**config.mk**
```make
export PLATFORM = sky130hd
export DESIGN_NAME = imem_loader
export DESIGN_NICKNAME = d
export VERILOG_FILES = /design/src/rtl/imem_loader.sv
export SDC_FILE = /design/constraint.sdc
export NUM_CORES = 1
export LEC_CHECK = 0
export BUFFER_PORTS_ARGS = -buffer_cell sky130_fd_sc_hd__buf_4
export CAP_MARGIN = 20
export CORE_ASPECT_RATIO = 1.1
export CORE_UTILIZATION = 59
export CTS_BUF_LIST = sky130_fd_sc_hd__clkbuf_4 sky130_fd_sc_hd__clkbuf_8
export CTS_CLUSTER_DIAMETER = 30
export DETAILED_ROUTE_END_ITERATION = 6
export PLACE_DENSITY = 0.83
export SLEW_MARGIN = 10
export SYNTH_ARGS = -nofsm -noshare
export SYNTH_HDL_FRONTEND = slang
export SYNTH_SLANG_ARGS = --single-unit
```
**constraint.sdc**
```tcl
create_clock -name clk -period 5.5 [get_ports clk]
set_clock_uncertainty 0.1 [all_clocks]
set_input_delay 1.1 -clock clk [delete_from_list [all_inputs] [get_ports clk]]
set_output_delay 1.1 -clock clk [all_outputs]
set_load 0.01 [all_outputs]
```
**src/rtl/imem_loader.sv**
```systemverilog
// ---------------------------------------------------------------------------
// imem_loader
//
// Host-side programmer for the CPU instruction memory. It receives a framed
// byte stream over a valid/ready handshake and assembles big-endian 32-bit
// words. It writes each word to consecutive instruction-memory addresses over
// the writeI/TPC/dataI interface and checks an XOR checksum. After a good
// load it releases the core with a one-cycle softReset pulse, followed by
// power held high.
//
// Frame: LEN_HI, LEN_LO (word count N), 4*N payload bytes (MSB first), CHK.
//        CHK is the XOR of the payload bytes only.
//
// Parameters:
//   MAX_WORDS  largest accepted program length in words (1..65535)
//   BASE_ADDR  byte address of the first written word (multiple of 4)
//
// Ports:
//   clk        system clock, all state on rising edge
//   reset      asynchronous active-high reset, clears all state
//   start      begin a load session (honoured only in IDLE, RUN or ERR)
//   byteIn     stream byte
//   byteValid  byteIn is valid this cycle
//   byteReady  loader accepts a byte; transfer = byteValid & byteReady
//   writeI     instruction-memory write strobe, one cycle per word
//   TPC        instruction-memory byte address (registered, held)
//   dataI      instruction word to write (registered, held)
//   softReset  one-cycle pulse to the core after a successful load
//   power      core run enable
//   busy       session in progress
//   done       load finished, core running
//   error      load aborted (bad length or bad checksum)
// ---------------------------------------------------------------------------
module imem_loader #(
    parameter int unsigned MAX_WORDS = 256,
    parameter logic [31:0] BASE_ADDR = 32'h0000_0000
) (
    input  logic        clk,
    input  logic        reset,
    input  logic        start,
    input  logic [7:0]  byteIn,
    input  logic        byteValid,
    output logic        byteReady,
    output logic        writeI,
    output logic [31:0] TPC,
    output logic [31:0] dataI,
    output logic        softReset,
    output logic        power,
    output logic        busy,
    output logic        done,
    output logic        error
);

    typedef enum logic [3:0] {
        IDLE,
        HDR0,
        HDR1,
        LOAD,
        WRITE,
        CHK,
        SRST,
        RUN,
        ERR
    } loaderState;

    loaderState state;
    loaderState nextState;

    logic [15:0] lenReg;
    logic [15:0] wordCnt;
    logic [15:0] wordCntNext;
    logic [1:0]  byteCnt;
    logic [7:0]  checksum;
    // Only the three earlier bytes of a word need holding; the fourth byte
    // goes straight from byteIn into dataI.
    logic [23:0] wordReg;
    logic [15:0] lenFull;
    logic        lenBad;
    logic        xfer;
    logic        sessionStart;

    assign xfer         = byteValid & byteReady;
    assign wordCntNext  = wordCnt + 16'd1;
    assign lenFull      = {lenReg[15:8], byteIn};
    assign lenBad       = (lenFull == 16'd0) || ({16'd0, lenFull} > MAX_WORDS);
    assign sessionStart = start && ((state == IDLE) || (state == RUN) || (state == ERR));

    // State register. Reset drops straight back to IDLE, so every status
    // output (all decoded from state) goes low within the same cycle.
    always_ff @(posedge clk or posedge reset) begin
        if (reset) begin
            state <= IDLE;
        end else begin
            state <= nextState;
        end
    end

    // Next-state and state-decoded outputs. A start arriving while a session
    // is busy has no effect because only IDLE, RUN and ERR look at it.
    always_comb begin
        nextState = state;
        byteReady = 1'b0;
        writeI    = 1'b0;
        softReset = 1'b0;
        power     = 1'b0;
        busy      = 1'b0;
        done      = 1'b0;
        error     = 1'b0;
        case (state)
            IDLE: begin
                if (start) nextState = HDR0;
            end
            HDR0: begin
                busy      = 1'b1;
                byteReady = 1'b1;
                if (xfer) nextState = HDR1;
            end
            HDR1: begin
                busy      = 1'b1;
                byteReady = 1'b1;
                if (xfer) nextState = lenBad ? ERR : LOAD;
            end
            LOAD: begin
                busy      = 1'b1;
                byteReady = 1'b1;
                if (xfer && (byteCnt == 2'd3)) nextState = WRITE;
            end
            WRITE: begin
                // The stream is stalled for this one cycle while the word
                // is written.
                busy      = 1'b1;
                writeI    = 1'b1;
                nextState = (wordCntNext == lenReg) ? CHK : LOAD;
            end
            CHK: begin
                busy      = 1'b1;
                byteReady = 1'b1;
                if (xfer) nextState = (byteIn == checksum) ? SRST : ERR;
            end
            SRST: begin
                busy      = 1'b1;
                softReset = 1'b1;
                nextState = RUN;
            end
            RUN: begin
                power = 1'b1;
                done  = 1'b1;
                if (start) nextState = HDR0;
            end
            ERR: begin
                error = 1'b1;
                if (start) nextState = HDR0;
            end
            default: begin
                nextState = IDLE;
            end
        endcase
    end

    // Datapath: length capture, word assembly, checksum and the registered
    // write address/data. TPC and dataI are loaded when the fourth byte of a
    // word arrives, so they are already valid in the WRITE cycle and then
    // hold until the next word.
    always_ff @(posedge clk or posedge reset) begin
        if (reset) begin
            lenReg   <= 16'd0;
            wordCnt  <= 16'd0;
            byteCnt  <= 2'd0;
            checksum <= 8'd0;
            wordReg  <= 24'd0;
            TPC      <= 32'd0;
            dataI    <= 32'd0;
        end else begin
            if (sessionStart) begin
                lenReg   <= 16'd0;
                wordCnt  <= 16'd0;
                byteCnt  <= 2'd0;
                checksum <= 8'd0;
            end
            case (state)
                HDR0: begin
                    if (xfer) lenReg[15:8] <= byteIn;
                end
                HDR1: begin
                    if (xfer) lenReg[7:0] <= byteIn;
                end
                LOAD: begin
                    if (xfer) begin
                        wordReg  <= {wordReg[15:0], byteIn};
                        checksum <= checksum ^ byteIn;
                        byteCnt  <= byteCnt + 2'd1;
                        if (byteCnt == 2'd3) begin
                            dataI <= {wordReg, byteIn};
                            TPC   <= BASE_ADDR + {14'd0, wordCnt, 2'b00};
                        end
                    end
                end
                WRITE: begin
                    wordCnt <= wordCntNext;
                end
                default: begin
                end
            endcase
        end
    end

endmodule

```
==> flow_summary.ini, run 1 <==
[final_layout]
regArea_um2 = 2950
drive_gt1_share_pct = 26.0
area_delta_synth_final_pct = 14.5
num-nets-final = 624
diodes = 0
final_util_pct = 70.2
multi_input_area_um2 = 2550
fillers = 678

[critical_path]
cp_slowest_stage_delay_ns = 0.68
r2r_cells = 8
critPathTopFamily = flip-flops
ff2ff_setup_slack_ns = 2.63
crit_chain = nor2b_1 > nand2_1 > buf_4 > inv_1 > buf_4
cp.arrival_ns = 2.02
cp-end-kind = primary output
r2r_start = wordCnt[0]
worst-setup-path-type = reg2out
cp_max_fo = 23
cp_slowest_cell = dfrtp_1
cp.required_ns = 4.30
startpoint_type = flip-flop
cpMostUsedCell = buf_4
worstReg2RegEnd = state[2]
crit_buf_inv = 3

[timing]
period_needed_ns = 3.22
slew-limit-headroom_pct = 45.4
rsz0062_at_grt = no
timing.final.ws_setup_ns = 2.28
final_max_slew_viol_count = 0
tightest_slew_ns = 0.820
finalHoldViolCount = 0
timing.fmax_ghz = 0.311
finalSetupTns_ns = 0
setup_viol = 0
fin_crit_sh_pct = 58.5

[hold_path]
holdPathEnd = wordReg[18]
hp-start = wordReg[18]
hp-class = reg2reg
whs_path_depth = 2

[die]
die_area_um2 = 10200
die_y_um = 106
fp.dieW_um = 96.2
io_pins = 83
core_area_um2 = 9400
rows = 37
initial_core_util_pct = 61.3

[power]
sw_frac_of_total_pct = 36.7
seqPwrFrac_pct = 46.4
pwr-share-clk_pct = 24.2
intPower_mw = 1.81
p_sw_mw = 1.05
p_leak_nw = 3.30
ir_drop_uv = 234
p_per_area_nw_per_um2 = 434
combPwrFrac_pct = 29.4

[outcome]
status = completed

[global_routing]
grt_use_total_pct = 26.3
grt_pass1_vias = 4282
grt_overflow = 0
antenna_found_initial = 0
grt_max_degree = 84
grt_pass1_wl_um = 20200

[logic_synthesis]
yosysSeqAreaShare_pct = 51.3
ys_seq_elements = 118
synth-edff-count = 0
post_synth.cell_area_avg_um2 = 10.3
synth_top_cell_by_area = dfrtp_1
synthFlopType = dfrtp_1
yosysWarnings = 0
async_flop_share_pct = 100
syn_area_um2 = 5760
yosysUniqueCellTypes = 62
synth_area_leaders = dfrtp_1, mux2_2, nand2_1
synth_top_cell_area_share_pct = 51.3
netlist_instances = 560

[routing]
drt-pass1-iter-count = 5
avgViaCountPerCell = 5.84
drt_iter0_markers = 277
drt_wl_total_um = 12200
vias = 4324
wl_per_cell_um = 16.5
drc = 0
antenna_left = 0

[flow_run]
maxCapViolCount = 0

[clock_network]
htreeDepth = 4
numCtsBuffers = 17
cts_resized = 0
cts_tree = yes
postCtsSetupRepairBufs = 0
cts_max_path_buffers = 2
cts_sinks = 118
hold_buffers = 0
cts-root-buf = clkbuf_8
clk_pin_slew_ns = 0.07
clock_latency_ns = 0.43

[place]
port_buffers = 66
hpwl_um = 8200
place_ws_ns = 2.15
gp_congestion = 0.922
cell type report:
class,instances,share of cell area [%]
inverters,6,0.380
multi-input cells,395,38.6
flip-flops and latches,118,44.8
well taps,117,2.22
repair buffers,72,8.69
clock buffers,24,4.54
clock inverters,8,0.778
worst max-delay path by stage:
| stage | startpoint | to | slack (ns) | cells after the start |
|---|---|---|---|---|
| 3_3_place_gp | byteValid | dataI[27] | 2.24 | 6 |
| 6_report | state[2] | writeI | 2.28 | 5 |
| 3_5_place_dp | byteValid | dataI[17] | 2.15 | 6 |
| 4_1_cts | state[2] | writeI | 2.28 | 5 |
| 5_1_grt | state[2] | writeI | 2.11 | 5 |
| 2_1_floorplan | reset | TPC[10] | 1.17 | 1 |
layout by cell type (no fill, tap or decap), types with 3 or more instances in the layout:
cell	Yosys	layout
dfrtp_1	118	118
nor4_2	3	3
clkbuf_4	0	5
o21ai_0	44	44
a21oi_1	8	8
nand2_1	99	98
buf_4	19	70
a31oi_1	3	3
o31ai_1	4	4
mux2_2	42	42
nand4_1	7	7
and3_1	4	4
o22ai_1	4	4
mux2_1	6	6
nand2b_1	6	6
clkinvlp_4	0	3
xor2_1	8	8
nor4_1	7	7
conb_1	1	16
nor2b_1	7	7
xnor2_1	23	23
clkbuf_8	0	19
o21ai_1	3	3
inv_1	5	4
clkinv_2	0	4
nor2_1	30	30
nor3_1	4	4
a22oi_1	3	3
nand3_1	6	6
a22o_1	18	18
state kept, by name (all words and copies together), names as in the netlist:
register  flops
dataI        32
wordReg      24
TPC          16
lenReg       16
wordCnt      16
checksum      8
state         4
byteCnt       2
worst register-to-register path, delay by kind of cell, from the launching register on:
family / cells / cell delay, ns
fa+ha+maj: 1 / 0.41
compound gates: 3 / 0.48
flops: 1 / 0.56
simple gates: 4 / 1.23
synth_stat cells, types with 3 or more instances:
| master | number |
|---|---|
| buf_2 | 12 |
| nand2_1 | 99 |
| buf_4 | 19 |
| nor4_1 | 7 |
| mux2_2 | 42 |
| nand3_1 | 6 |
| a22oi_1 | 3 |
| nor3_1 | 4 |
| nand4_1 | 7 |
| nor4_2 | 3 |
| a22o_1 | 18 |
| clkbuf_1 | 23 |
| a31oi_1 | 3 |
| nor2_1 | 30 |
| a21oi_1 | 8 |
| xor2_1 | 8 |
| inv_1 | 5 |
| o31ai_1 | 4 |
| mux2_1 | 6 |
| o22ai_1 | 4 |
| xnor2_1 | 23 |
| o21ai_1 | 3 |
| dfrtp_1 | 118 |
| and3_1 | 4 |
| nand2b_1 | 6 |
| o21ai_0 | 44 |
| nor2b_1 | 7 |
metal layers:
metal,vias up,wire [µm],global-route usage (%)
li1,2013,-,-
met1,2147,5040,33.5
met2,150,6420,42.9
met3,14,618,7.07
met4,0,153,9.38
met5,-,0,0
power by group through the flow:
stage	Combinational (mW)	Clock (mW)	Sequential, mW
2_1_floorplan	0.712	0	1.21
3_3_place_gp	0.799	0	1.32
3_5_place_dp	0.831	0	1.34
4_1_cts	0.841	0.703	1.32
5_1_grt	0.947	0.742	1.36
6_report	0.843	0.692	1.33
stage by stage:
step | hold WS (ns) | power, mW | area [µm²] | cells
detailed placement | 0.358 | 2.17 | 6200 | 706
global route | 0.404 | 3.05 | 6590 | 740
global placement | 0.361 | 2.12 | 6200 | 706
CTS | 0.380 | 2.87 | 6550 | 738
floorplan | 0.339 | 1.93 | 5820 | 575
finish | 0.376 | 2.86 | 6590 | 740
kinds of logic after synthesis:
kind of cell / synth area share [%]
other cells: 0.0651
flops: 51.3
mux: 9.56
compound gates: 11.7
xor+xnor: 4.71
fa+ha+maj: 0.434
simple gates: 16.7
buf+inv: 5.54
No activity file was read; power rests on OpenSTA's default activity.
==> run 2: changes to the inputs <==
- clock period: 5.5 -> 3.3 ns (I/O delays scaled with it)
==> flow_summary.ini, run 2 (synthesized netlist as in run 1, its figures left out) <==
[clock_network]
cts_tree = yes
clock_latency_ns = 0.42
htreeDepth = 4
cts-root-buf = clkbuf_8
cts_sinks = 118
cts_resized = 0
hold_buffers = 0
clk_pin_slew_ns = 0.08
postCtsSetupRepairBufs = 0
cts_max_path_buffers = 2
numCtsBuffers = 17

[timing]
tightest_slew_ns = 0.818
timing.fmax_ghz = 0.354
period_needed_ns = 2.83
finalSetupTns_ns = 0
slew-limit-headroom_pct = 45.4
final_max_slew_viol_count = 0
rsz0062_at_grt = no
fin_crit_sh_pct = 85.7
finalHoldViolCount = 0
fin_hold_ws_ns = 0.206
setup_viol = 0

[critical_path]
cp_slowest_cell = dfrtp_1
crit_cells = 8
cp.arrival_ns = 3.06
worst-setup-path-type = reg2reg
startpoint_type = flip-flop
r2r_cells = 8
cp.required_ns = 3.53
cpMostUsedCell = nor4_1
crit_buf_inv = 0
cp-end-kind = flip-flop
critPathTopFamily = simple AND/OR/NAND/NOR gates
crit_chain = ha_1 > and4_1 > a22oi_1 > nor4_1 > o211ai_1 > nor4_1 > nand3_1 > o311ai_2
cp_slowest_stage_delay_ns = 0.52
ff2ff_setup_slack_ns = 0.47
cp_max_fo = 9

[routing]
drc = 0
antenna_left = 0
drt_wl_total_um = 12900
drt-pass1-iter-count = 5
dr.max_layer_used = met4
vias = 4417
avgViaCountPerCell = 5.95
wl_per_cell_um = 17.4
met1_length_um = 5250
drt_iter0_markers = 264
met3_length_um = 693
wl_met2_um = 6780

[place]
dp_cells = 710
gp_congestion = 0.892
port_buffers = 66
hpwl_um = 8790

[final_layout]
num-nets-final = 626
largest_reg_flops = 32
drive_gt1_share_pct = 26.2
layout_common_cells = dfrtp_1, nand2_1, buf_4
fin_cells = 742
top_regs = dataI x32, wordReg x24
final_util_pct = 70.6
area_delta_synth_final_pct = 15.2
final_common_cell = dfrtp_1
top_register = dataI
fillers = 717
diodes = 0

[die]
die_y_um = 106
io_pins = 83
initial_core_util_pct = 61.3
core_area_um2 = 9400
die_area_um2 = 10200
fp.dieW_um = 96.2
rows = 37

[power]
fin_total_pwr_mw = 4.96
p_per_area_nw_per_um2 = 748
p_leak_nw = 3.31
ir_drop_uv = 462

[global_routing]
grt_pass1_wl_um = 21200
grt_overflow = 0
grt_max_degree = 57
grt_use_total_pct = 27.8
grt_pass1_vias = 4396
antenna_found_initial = 0

[hold_path]
hp-class = in2async

[outcome]
status = completed

[flow_run]
maxCapViolCount = 0
==> run 2: final timing paths <==
check,from,end
worst min register to register,wordReg[18],wordReg[18]
max in group asynchronous,reset,byteCnt[0]
worst max-delay path,wordCnt[0],state[2]
worst max register to register,wordCnt[0],state[2]
worst min-delay path,reset,dataI[27]
min in group clk,wordReg[18],wordReg[18]
==> run 2: layout make-up <==
class / count / area [µm²] / area share (%)
multi-input combinational: 395 / 2550 / 38.4
tap: 117 / 146 / 2.21
timing repair buffer: 74 / 568 / 8.56
clock inverter: 13 / 146 / 2.21
inverter: 6 / 26.3 / 0.396
clock buffer: 19 / 249 / 3.75
sequential: 118 / 2950 / 44.5
==> run 2: routing by layer <==
metal / GRT usage, % / vias to the layer above
met5: 0 / -
met2: 46.1 / 154
met4: 10.1 / 0
met1: 35.3 / 2216
li1: - / 2025
met3: 5.99 / 22
==> run 2: power breakdown <==
part / leakage, nW / switching (mW) / internal [mW] / total (mW)
Clock: 0.198 / 0.609 / 0.697 / 1.31
Combinational: 1.51 / 0.786 / 0.641 / 1.43
Sequential: 1.60 / 0.444 / 1.78 / 2.23
Total: 3.31 / 1.84 / 3.12 / 4.96
==> run 2: stage by stage <==
stage	area [µm²]	setup WS (ns)
final	6640	0.473
after global routing	6640	0.204
after CTS	6640	0.476
after detailed placement	6240	0.541
after global placement	6240	0.652
after floorplan	5820	0.961
